===== src/rtl/out_port_pkg.sv =====
// Shared definitions for the processor output-port reader.
//   DATA_W : width of the processor output port and of every buffered byte.
//   word_t : one captured output-port byte.
//   ptr_inc: wrapping pointer increment used by the capture buffer.
package out_port_pkg;

  localparam int DATA_W = 8;

  typedef logic [DATA_W-1:0] word_t;

  // Pointers are $clog2(DEPTH) bits wide with DEPTH a power of two,
  // so plain binary overflow gives the modulo-DEPTH wrap.
  function automatic logic [7:0] ptr_inc(input logic [7:0] ptr);
    ptr_inc = ptr + 8'd1;
  endfunction

endpackage


===== src/rtl/out_port_fifo.sv =====
// First-word-fall-through capture buffer for the output-port reader.
// The caller guarantees push is only asserted when there is room (or a
// pop happens in the same cycle) and pop only when rd_valid is high.
// Ports:
//   clk      : system clock, all state on the rising edge
//   reset    : synchronous, active-low; clears pointers and level
//   push     : write wdata at the tail this cycle
//   wdata    : byte to store
//   pop      : retire the head entry this cycle
//   rd_data  : head entry, 8'h00 when empty (registered)
//   rd_valid : buffer holds at least one byte (registered)
//   level    : number of buffered bytes (registered)
//   full     : level equals DEPTH (registered)
module out_port_fifo
  import out_port_pkg::*;
#(
  parameter int DEPTH = 4
)
(
  input  logic                   clk,
  input  logic                   reset,
  input  logic                   push,
  input  word_t                  wdata,
  input  logic                   pop,
  output word_t                  rd_data,
  output logic                   rd_valid,
  output logic [$clog2(DEPTH):0] level,
  output logic                   full
);

  localparam int PW = $clog2(DEPTH);
  localparam int LW = PW + 1;

  word_t          mem_r [DEPTH];
  logic [PW-1:0]  wptr_r;
  logic [PW-1:0]  rptr_r;
  logic [PW-1:0]  wptr_s;
  logic [PW-1:0]  rptr_s;
  logic [LW-1:0]  level_r;
  logic [LW-1:0]  level_s;
  word_t          head_s;
  word_t          rd_data_r;
  logic           rd_valid_r;
  logic           full_r;
  logic [7:0]     wptr_inc_s;
  logic [7:0]     rptr_inc_s;

  assign wptr_inc_s = ptr_inc(8'(wptr_r));
  assign rptr_inc_s = ptr_inc(8'(rptr_r));

  // Next-state for pointers, level and the head byte shown after the edge.
  always_comb begin
    wptr_s  = wptr_r;
    rptr_s  = rptr_r;
    level_s = level_r;
    head_s  = {DATA_W{1'b0}};

    if (push) begin
      wptr_s = wptr_inc_s[PW-1:0];
    end else begin
      wptr_s = wptr_r;
    end

    if (pop) begin
      rptr_s = rptr_inc_s[PW-1:0];
    end else begin
      rptr_s = rptr_r;
    end

    if (push && !pop) begin
      level_s = level_r + LW'(1'b1);
    end else if (pop && !push) begin
      level_s = level_r - LW'(1'b1);
    end else begin
      level_s = level_r;
    end

    // The head is registered, so a byte written this cycle that becomes
    // the sole entry must be forwarded from wdata instead of mem_r.
    if (level_s == {LW{1'b0}}) begin
      head_s = {DATA_W{1'b0}};
    end else if (push && (level_s == LW'(1'b1))) begin
      head_s = wdata;
    end else begin
      head_s = mem_r[rptr_s];
    end
  end

  // Storage array; contents need no reset because pointers gate their use.
  always_ff @(posedge clk) begin
    if (reset && push) begin
      mem_r[wptr_r] <= wdata;
    end
  end

  // Control state and registered read-side outputs.
  always_ff @(posedge clk) begin
    if (!reset) begin
      wptr_r     <= {PW{1'b0}};
      rptr_r     <= {PW{1'b0}};
      level_r    <= {LW{1'b0}};
      rd_data_r  <= {DATA_W{1'b0}};
      rd_valid_r <= 1'b0;
      full_r     <= 1'b0;
    end else begin
      wptr_r     <= wptr_s;
      rptr_r     <= rptr_s;
      level_r    <= level_s;
      rd_data_r  <= head_s;
      rd_valid_r <= (level_s != {LW{1'b0}});
      full_r     <= (level_s == LW'(DEPTH));
    end
  end

  assign rd_data  = rd_data_r;
  assign rd_valid = rd_valid_r;
  assign level    = level_r;
  assign full     = full_r;

endmodule


===== src/rtl/out_port_reader.sv =====
// Captures processor output-port strobes into a small FWFT buffer that a
// consumer drains with a valid/ready handshake. Strobes arriving while the
// buffer is full (and not being popped) are dropped and flagged in a sticky
// overflow bit.
// Optional feature: define OUT_PORT_READER_DEDUP_EN to drop strobes whose
// value equals the most recently captured byte (silently, no overflow).
// Ports:
//   clk      : system clock
//   reset    : synchronous, active-low; discards all buffered bytes
//   outPort  : processor output-port value
//   outLoad  : processor strobe, outPort valid this cycle
//   rd_data  : head-of-buffer byte, 8'h00 when empty
//   rd_valid : rd_data holds a captured byte
//   rd_ready : consumer accepts rd_data this cycle
//   level    : number of buffered bytes
//   overflow : sticky, a strobe was dropped for lack of room
module out_port_reader
  import out_port_pkg::*;
#(
  parameter int DEPTH = 4
)
(
  input  logic                   clk,
  input  logic                   reset,
  input  word_t                  outPort,
  input  logic                   outLoad,
  output word_t                  rd_data,
  output logic                   rd_valid,
  input  logic                   rd_ready,
  output logic [$clog2(DEPTH):0] level,
  output logic                   overflow
);

  logic pop_s;
  logic push_s;
  logic dup_s;
  logic room_s;
  logic full_s;
  logic overflow_r;

`ifdef OUT_PORT_READER_DEDUP_EN
  word_t last_r;
  logic  last_valid_r;
`endif

  // Strobe acceptance: duplicates are filtered before the room check so a
  // duplicate arriving while full never counts as an overflow.
  always_comb begin
    pop_s  = rd_valid && rd_ready;
`ifdef OUT_PORT_READER_DEDUP_EN
    dup_s  = last_valid_r && (outPort == last_r);
`else
    dup_s  = 1'b0;
`endif
    room_s = !full_s || pop_s;
    push_s = outLoad && !dup_s && room_s;
  end

  // Sticky overflow flag, cleared only by reset.
  always_ff @(posedge clk) begin
    if (!reset) begin
      overflow_r <= 1'b0;
    end else if (outLoad && !dup_s && !room_s) begin
      overflow_r <= 1'b1;
    end else begin
      overflow_r <= overflow_r;
    end
  end

`ifdef OUT_PORT_READER_DEDUP_EN
  // Last captured value; the valid flag lets the first strobe after reset
  // through regardless of its value.
  always_ff @(posedge clk) begin
    if (!reset) begin
      last_r       <= {DATA_W{1'b0}};
      last_valid_r <= 1'b0;
    end else if (push_s) begin
      last_r       <= outPort;
      last_valid_r <= 1'b1;
    end else begin
      last_r       <= last_r;
      last_valid_r <= last_valid_r;
    end
  end
`endif

  out_port_fifo #(
    .DEPTH (DEPTH)
  ) u_fifo (
    .clk      (clk),
    .reset    (reset),
    .push     (push_s),
    .wdata    (outPort),
    .pop      (pop_s),
    .rd_data  (rd_data),
    .rd_valid (rd_valid),
    .level    (level),
    .full     (full_s)
  );

  assign overflow = overflow_r;

endmodule


===== config.mk =====
export PLATFORM = sky130hd
export DESIGN_NAME = out_port_reader
export DESIGN_NICKNAME = d
export VERILOG_FILES = /design/src/rtl/out_port_pkg.sv /design/src/rtl/out_port_fifo.sv /design/src/rtl/out_port_reader.sv
export SDC_FILE = /design/constraint.sdc
export NUM_CORES = 1
export LEC_CHECK = 0
export ABC_AREA = 0
export CAP_MARGIN = 20
export CORE_MARGIN = 4
export CORE_UTILIZATION = 55
export CTS_CLUSTER_SIZE = 28
export DETAILED_ROUTE_END_ITERATION = 7
export HOLD_SLACK_MARGIN = 0.12
export PLACE_DENSITY_LB_ADDON = 0.3
export RECOVER_POWER = 25
export SLEW_MARGIN = 20
export SYNTH_ARGS = -nofsm -noshare
export SYNTH_HDL_FRONTEND = slang
export SYNTH_SLANG_ARGS = --single-unit

===== constraint.sdc =====
create_clock -name clk -period 2 [get_ports clk]
set_input_delay 0.3 -clock clk [delete_from_list [all_inputs] [get_ports clk]]
set_output_delay 0.3 -clock clk [all_outputs]
set_load 0.1 [all_outputs]

Word level (Yosys, flattened, before mapping)
Memory sizes are Yosys's and may differ from the RTL's.
Index checks and enable logic that the tools add are counted.
- logic and storage cells: 36
- flip-flop bits (word level): 18
- output and inout port bits: 13
- memories: 1
- memory bits (writable): 32
- multiplexer cells: 6
- eq/ne operators: 2
- bitwise gates (word level): 1
- add/subtract/negate cells: 4
- reduce and logical (&&, ||, !) cells: 15
- memories (name ; words ; bits a word ; rd ports ; clocked after memory_dff ; wr ports ; line ; source):
    u_fifo.mem_r ; 4 ; 8 ; 1 ; 0 ; 1 ; out_port_fifo.sv:34 ; word_t mem_r [DEPTH];
- operator list (kind ; count):
    two-way mux 8 bit ; 1
    logical AND 1 bit ; 7
    two-way mux 3 bit ; 2
    adder 2 x 1 -> 2 bit, second input constant ; 2
    zero test 1 bit ; 4
    adder 3 x 1 -> 3 bit, second input constant ; 1
    == test 3 x 1 -> 1 bit, second input constant ; 1
    == test 3 bit, second input constant ; 1
    zero test 3 bit ; 1
    nonzero test 3 bit ; 1
    subtractor 3 x 1 -> 3 bit, second input constant ; 1
    two-way mux 1 bit ; 2
    two-way mux 2 bit ; 1
    OR reduction 2 bit ; 1
    logical OR 1 bit ; 1
    inverter 1 bit ; 1

Depth between registers and ports, before layout
Gate-level depths: netlist of run 1.
- word-level depth: 10
- mapped depth: 7
- mapped depth without buffers: 7

By module
Synthesis of run 1 repeated with hierarchy kept, for this count alone.
- cell total of the unflattened synthesis: 168
- area total of the unflattened synthesis: 2172.1 um2
- by module, submodules not included (module ; seq. area each (um2) ; cells an instance ; instances ; area each (um2)):
    out_port_fifo ; 1301.2 ; 162 ; 1 ; 2124.5
    out_port_reader ; 20.0 ; 6 ; 1 ; 47.5

Worst setup path before layout of run 1
Ideal clock, no wire load.
- path type: flip-flop to flip-flop
- start: register u_fifo.rd_valid_r (netlist: u_fifo.rd_valid)
- end: memory u_fifo.mem_r[0][0] in the netlist's numbering (enable)
- library setup time: 0.371 ns
- arrival time: 2.186 ns
- clock period less this slack: 2.557 ns
- data required time: 1.629 ns
- slack: -0.557 ns
- stages on the path, launching flop included: 7
- cells stage by stage: dfxtp_1 nand2_2 buf_2 buf_2 nand2_1 nand3_1 nor2_1
- word-level cells in the longest chain between the ends: 6
- RTL lines (what ; line ; source):
    start, declared ; out_port_fifo.sv:43 ; logic rd_valid_r;
    start signal, assigned ; out_port_fifo.sv:110 ; rd_valid_r <= (level_s != {LW{1'b0}});
    logical AND 1 bit ; out_port_reader.sv:49 ; pop_s = rd_valid && rd_ready;
    logical OR 1 bit ; out_port_reader.sv:55 ; room_s = !full_s || pop_s;
    logical AND 1 bit ; out_port_reader.sv:56 ; push_s = outLoad && !dup_s && room_s;
    logical AND 1 bit ; out_port_fifo.sv:91 ; if (reset && push) begin
    two-way mux 1 bit ; out_port_fifo.sv:91 ;
    two-way mux 1 bit (implied by the code) ; out_port_fifo.sv:92 ; mem_r[wptr_r] <= wdata;
    end, declared ; out_port_fifo.sv:34 ;
No other way between the ends.

Worst setup path after layout of run 1
- start: input rd_ready
- end: register u_fifo.rd_data_r[5] (netlist: u_fifo.rd_data[5])
- word-level cells in the longest chain between the ends: 10
- RTL lines (what ; line ; source):
    start, declared ; out_port_reader.sv:29 ; input logic rd_ready,
    logical AND 1 bit (*) ; out_port_reader.sv:49 ;
    logical OR 1 bit ; out_port_reader.sv:55 ;
    logical AND 1 bit ; out_port_reader.sv:56 ;
    zero test 1 bit ; out_port_fifo.sv:72 ; end else if (pop && !push) begin
    logical AND 1 bit ; out_port_fifo.sv:72 ;
    two-way mux 3 bit ; out_port_fifo.sv:72 ;
    two-way mux 3 bit ; out_port_fifo.sv:70 ; if (push && !pop) begin
    == test 3 x 1 -> 1 bit ; out_port_fifo.sv:82 ; end else if (push && (level_s == LW'(1'b1))) begin
    logical AND 1 bit ; out_port_fifo.sv:82 ;
    two-way mux 8 bit ; out_port_fifo.sv:82 ;
    end signal, assigned ; out_port_fifo.sv:102 ; rd_data_r <= {DATA_W{1'b0}};
    end signal, assigned ; out_port_fifo.sv:109 ; rd_data_r <= head_s;
    end, declared ; out_port_fifo.sv:42 ; word_t rd_data_r;
Mark *: on every way between the ends. The rest lies on a longest branch, timed or not.
A chain may end at the register's enable or synchronous reset.

==> results.txt, run 1 <==
Synth Instances - 203
FF-to-FF setup slack - 130 ps
WP data required - 2230 ps
Post-route minimum period - 1868 ps
Row cnt - 23
Top cell type's share of synthesized area - 0.4122
Nets - 256
Dominant synthesized flop cell - edfxtp_1
Worst-path cell chain - clkdlybuf4s50_1 -> nand2_2 -> and3_1 -> o211ai_2 -> o211ai_1 -> a21oi_1
First drt pass iteration count - 4
Warnings, synthesis - 0
Slew Viols, Final - 0
CTS Buf Count - 5
Die W - 73.10 um
Crit end category - flip-flop
RSZ-0062 raised after global routing - no
Hold endpoint - overflow
Rel. slew slack - 0.6613
Port bufs - 24
Power per cell area - 1077 nW/um^2
Critical R2R Launch - u_fifo.level[0]
Largest net degree at the start of global routing - 27
VDD IR-drop max - 0.6486 mV
Via Count - 1697
Top-count cell post-synth - edfxtp_1
Sink Count - 50
Final TNS setup - 0 ps
HP Class - flip-flop to flip-flop
CP delay by family, top - compound AO/OA/AOI/OAI gates
First-iteration detailed-routing DRC count - 213
Final hold violations - 0
CTS-repair resized insts - 0
Largest cells by area after synthesis - edfxtp_1, dfxtp_1, mux2i_1
Number of distinct library cells after synthesis - 41
HPWL Detailed - 3332 um
Clock skew - 9.971 ps
H-tree depth - 2
Synth area leader - edfxtp_1
Pleak - 1.029 nW
Syn Nets - 221
Die Footprint - 5344 um^2
Asr flop ratio synth - 0
Initial core utilization - 0.5745
CTS Hold Bufs - 0
Critical R2R Capture - u_fifo.rd_data[5]
Period utilisation layout - 0.9339
Syn Area/Cell - 11.48 um^2
WS Path Type - input port to flip-flop
Core region area - 4058 um^2
Status - finished, final reports clean
Final ANT Viol Nets - 0
Max-cap check violation count - 0
Vias in the first global route - 1687
Area growth syn-to-layout - 18.89%
Mapped cell area - 2331 um^2
Worst hold path startpoint - overflow
Gr ovfl total - 0
Max incr delay on CP - 580 ps
Slowest-stage cell, CP - clkdlybuf4s50_1
Clk slew on worst S/H paths - 80 ps
Number of synthesized flops with an enable pin - 32
Post-CTS Setup Bufs - 0
Routability congestion estimate - 0.8317
Final setup vio count - 0
Total GRT Usage - 0.2034
Final WL - 4859 um
Share of cells above drive strength 1 - 0.2092
Hold slack - 498.5 ps
Diodes inserted - 0
Startpoint Class - input port
Bufs and invs on worst path - 1
Drt wl/cell - 16.81 um
Synth Register Bits - 50
Clk_lat worst skew - 310 ps
Antenna violations before repair - 0
Worst-Margin Slew - 505.5 ps
Post-synthesis sequential area ratio - 0.5668
R2r worst-path depth - 8
Drt drc - 0
Clock Tree Buf Depth - 2
CTS tree - yes
Die Y - 73.10 um
I/O pin count - 25
First-pass GRT wire length - 8169 um
CTS root buf - clkbuf_8
FMAX - 0.5354 GHz
Worst-path fanout max - 9
Vias per cell - 5.872
Worst hold path depth - 2
CP Data Arrival Time - 2100 ps
Top cells by count, synth - edfxtp_1, nand2_1, nor2_1, dfxtp_1, inv_1
[layout make-up]
cell class	count	area [um^2]
well taps	50	62.56
repair buffers	41	335.3
flip-flops and latches	50	1333
inverters	9	33.78
fillers	311	1286
clock buffers	6	72.57
clock inverters	2	10.01
multi-input cells	131	924.6
[flip-flops by register name, summed over array words and instances (netlist names)]
name and count:
u_fifo.mem_r 32, u_fifo.rd_data 8, u_fifo.level 3, u_fifo.rptr_r 2, u_fifo.wptr_r 2, overflow 1, u_fifo.full 1, u_fifo.rd_valid 1
[where the power goes]
part	leakage, nW	switching [mW]	internal, mW
Clock	0.0450	0.317	0.243
Sequential	0.441	0.0566	1.20
Combinational	0.543	0.824	0.345
[worst register-to-register path, stage by stage, from the launching register on]
cell	delay, ps
dfxtp_4	380
inv_1	70
ha_1	340
o31ai_1	250
o22ai_1	120
buf_4	160
o31ai_4	190
buf_4	190
a21oi_1	50
[how the worst max path moves through the flow]
stage	from	endpoint	depth (start not counted)
2_1_floorplan	u_fifo.rd_valid	u_fifo.mem_r[0][0]	6
3_3_place_gp	rd_ready	u_fifo.rd_data[5]	6
3_5_place_dp	rd_ready	u_fifo.rd_data[5]	6
4_1_cts	u_fifo.level[0]	u_fifo.rd_data[5]	7
5_1_grt	u_fifo.level[0]	u_fifo.rd_data[5]	8
6_report	rd_ready	u_fifo.rd_data[5]	6
[layout by cell type (no fill, tap or decap), types with 3 or more instances in the layout]
cell | synthesis | layout
edfxtp_1 | 32 | 32
buf_4 | 0 | 30
nand2_1 | 21 | 21
nor2_1 | 19 | 19
dfxtp_1 | 18 | 15
inv_1 | 9 | 9
a21oi_1 | 8 | 8
nand3b_1 | 8 | 8
mux2i_1 | 8 | 8
o311a_1 | 7 | 7
a221oi_1 | 7 | 7
o211ai_1 | 7 | 7
and2_1 | 6 | 6
ha_1 | 6 | 6
dlygate4sd3_1 | 0 | 6
clkbuf_8 | 0 | 5
clkdlybuf4s50_1 | 0 | 5
xnor2_1 | 5 | 4
nand3_1 | 3 | 3
a31oi_1 | 3 | 3
dfxtp_4 | 0 | 3
[per-layer routing]
metal,GRT usage,wire (um),vias up
met3,0.05785,393,8
met2,0.3317,2422,60
met1,0.2551,1964,814
met4,0.07787,78,0
li1,-,-,815
met5,0,0,-
[logic make-up after synthesis]
| group | synth area share |
|---|---|
| AOI/OAI and AO/OA | 0.1589 |
| xor gates and xnor gates | 0.01879 |
| adders and majority gates | 0.03221 |
| buffers and inverters | 0.04240 |
| DFF | 0.5668 |
| muxes | 0.03919 |
| and+or+nand+nor | 0.1417 |
[metrics by stage]
step           area [um^2]  setup WS (ps)  instances  power, mW    util
4_1_cts               2758          99.15        289      2.985  0.6796
3_3_place_gp          2675         -37.38        281      2.395  0.6593
5_1_grt               2771          28.66        289      3.125  0.6830
3_5_place_dp          2675         -90.21        281      2.430  0.6593
6_report              2771          132.2        289      2.984  0.6830
2_1_floorplan         2342         -7.535        203      2.138       -
(Power assumes the default switching activity.)
==> inputs of run 2 (changes only) <==
--- a/config.mk
+++ b/config.mk
@@ -7,7 +7,7 @@
 export LEC_CHECK = 0
 export ABC_AREA = 0
 export CAP_MARGIN = 20
-export CORE_MARGIN = 4
+export CORE_MARGIN = 2
 export CORE_UTILIZATION = 55
 export CTS_CLUSTER_SIZE = 28
 export DETAILED_ROUTE_END_ITERATION = 7
==> run 2 against run 1 <==
Global-route usage is 2.2 points higher. Fmax is 0.75% higher. Clock power is 29% higher. Non-clock buffer count increased by 4. Register-to-register slack is essentially flat. Sequential power hardly changed. Total power increased by 6.0%. Hold slack improved by 27 ps. Count of clock-buffer cells in the layout fell by 1. Design area grew 1.9%. Utilization is 1.8 points higher.
==> results.txt, run 2 (synthesis results as in run 1) <==
HP Class - flip-flop to flip-flop
Startpoint Class - flip-flop
First-iteration detailed-routing DRC count - 212 (-0.47%)
Post-route minimum period - 1854 ps (-13.99 ps)
Share of cells above drive strength 1 - 0.2181 (+0.008902)
Gr ovfl total - 0 (unchanged)
Met2 WL post-DR - 2555 um (+5.5%)
Final ANT Viol Nets - 0 (unchanged)
CTS root buf - clkbuf_8
WP data required - 2200 ps (-30 ps)
Most frequent cells in the layout - buf_4, edfxtp_1, nand2_1
First drt pass iteration count - 4 (unchanged)
Clock skew - 9.768 ps (-0.2027 ps)
Die W - 69.10 um (-5.5%)
Worst-path fanout max - 8 (-1)
Clock Tree Buf Depth - 2 (unchanged)
Commonest non-fill, non-tap cell in the layout - buf_4
Area growth syn-to-layout - 21.10%
Pleak - 1.055 nW (+2.5%)
Power per cell area - 1121 nW/um^2 (+4.1%)
Worst-Margin Slew - 470.7 ps (-34.87 ps)
Multi-input gate area in the final layout - 912.1 um^2 (-1.4%)
Post-CTS Setup Bufs - 0 (unchanged)
First-pass GRT wire length - 8473 um (+3.7%)
Final WL - 5100 um (+5.0%)
Seq pwr share - 0.399 (-0.022)
Period utilisation layout - 0.9269 (-0.006996)
Slew Viols, Final - 0 (unchanged)
Max FFs per register - 32 (unchanged)
Metal3 WL - 190 um (-52%)
Most flop-heavy register - u_fifo.mem_r
Sink Count - 50 (unchanged)
Routability congestion estimate - 0.8047 (-3.2%)
H-tree depth - 2 (unchanged)
P_int - 1.935 mW (+8.3%)
Net Sw Frac - 0.3885 (-0.01285)
Rel. slew slack - 0.6853 (+0.02398)
I/O pin count - 25 (unchanged)
Clk_lat worst skew - 310 ps (about the same)
Total GRT Usage - 0.2254 (+0.02194)
Clk slew on worst S/H paths - 90 ps (about the same)
Antenna violations before repair - 0 (unchanged)
Diodes inserted - 0 (unchanged)
Highest metal used - met4
Final TNS setup - 0 ps (unchanged)
Psw - 1.229 mW (+2.6%)
Vias in the first global route - 1732 (+2.7%)
Max-cap check violation count - 0 (unchanged)
Crit end category - flip-flop
WS Path Type - flip-flop to flip-flop
Core region area - 4029 um^2 (-0.71%)
Number of fill cells - 289 (-7.1%)
Final hold violations - 0 (unchanged)
Die Y - 69.10 um (-5.5%)
Nets - 260 (+1.6%)
CTS Buf Count - 5 (unchanged)
Initial core utilization - 0.5786 (+0.004103)
Met1 WL - 2276 um (+16%)
Die Footprint - 4775 um^2 (-11%)
Fin util - 0.7006 (+0.01761)
Status - finished, final reports clean
CP Data Arrival Time - 2050 ps (-50 ps)
Clock Power Share - 0.228 (+0.040)
Logic pwr share - 0.373 (-0.019)
Port bufs - 24 (unchanged)
Row cnt - 23 (unchanged)
Final setup vio count - 0 (unchanged)
FMAX - 0.5394 GHz (+0.75%)
HPWL Detailed - 3490 um (+4.7%)
CTS tree - yes
Drt wl/cell - 17.41 um (+3.5%)
Largest net degree at the start of global routing - 18 (-33%)
VDD IR-drop max - 0.6833 mV (+5.4%)
Drt drc - 0 (unchanged)
FF-to-FF setup slack - 150 ps (about the same)
Vias per cell - 5.826 (-0.78%)
Sequential cell area - 1333 um^2 (unchanged)
Via Count - 1707 (+0.59%)
## run 2: timing repair
| item | 4_1_cts | 5_1_grt |
|---|---|---|
| resized for setup | 0 | 1 |
| endpoints found under the setup margin | 0 | 8 |
| endpoints found under the hold margin | 0 | 0 |
| hold buffers | 0 | 0 |
## run 2: area by class of cell
| cell class | instances | share of cell area |
|---|---|---|
| flip-flops and latches | 50 | 0.4721 |
| well taps | 50 | 0.02216 |
| multi-input cells | 131 | 0.3231 |
| clock inverters | 3 | 0.01684 |
| repair buffers | 45 | 0.1294 |
| clock buffers | 5 | 0.02438 |
| inverters | 9 | 0.01197 |
## run 2: layer usage
metal | up-vias | global-route usage
li1 | 825 | -
met1 | 836 | 0.2878
met2 | 38 | 0.3729
met3 | 8 | 0.05994
met4 | 0 | 0.07407
met5 | - | 0
## run 2: power by group through the flow
| stage | logic, mW | registers, mW | clock network (mW) |
|---|---|---|---|
| finish | 1.18 | 1.26 | 0.721 |
| global route | 1.25 | 1.27 | 0.780 |
| CTS | 1.18 | 1.26 | 0.742 |
| detailed placement | 1.17 | 1.28 | 0 |
| global placement | 1.14 | 1.27 | 0 |
| floorplan | 0.421 | 1.72 | 0 |
## run 2: final timing paths
path,start,endpoint,cells after the start
setup / recovery,u_fifo.level[0],u_fifo.rd_data[0],7
hold / removal,u_fifo.wptr_r[1],u_fifo.wptr_r[1],2
setup reg to reg,u_fifo.level[0],u_fifo.rd_data[0],7
hold reg to reg,u_fifo.wptr_r[1],u_fifo.wptr_r[1],2
## run 2: stage by stage
step / setup WS [ps] / instances / power (mW) / cell area, um^2 / hold slack, ps
2_1_floorplan: -7.535 / 203 / 2.138 / 2342 / 398.9
3_3_place_gp: 20.03 / 285 / 2.414 / 2705 / 490.2
3_5_place_dp: -85.13 / 285 / 2.453 / 2705 / 513.4
4_1_cts: 100.3 / 293 / 3.186 / 2821 / 531.5
5_1_grt: -3.710 / 293 / 3.297 / 2823 / 573.6
6_report: 146.2 / 293 / 3.164 / 2823 / 525.9
## run 2: critical path: stages (launching register included)
cell and delay, ps:
dfxtp_4 380, inv_1 60, ha_1 340, a2111oi_1 290, a31o_2 200, o211ai_2 220
o211ai_1 180, a21oi_1 90
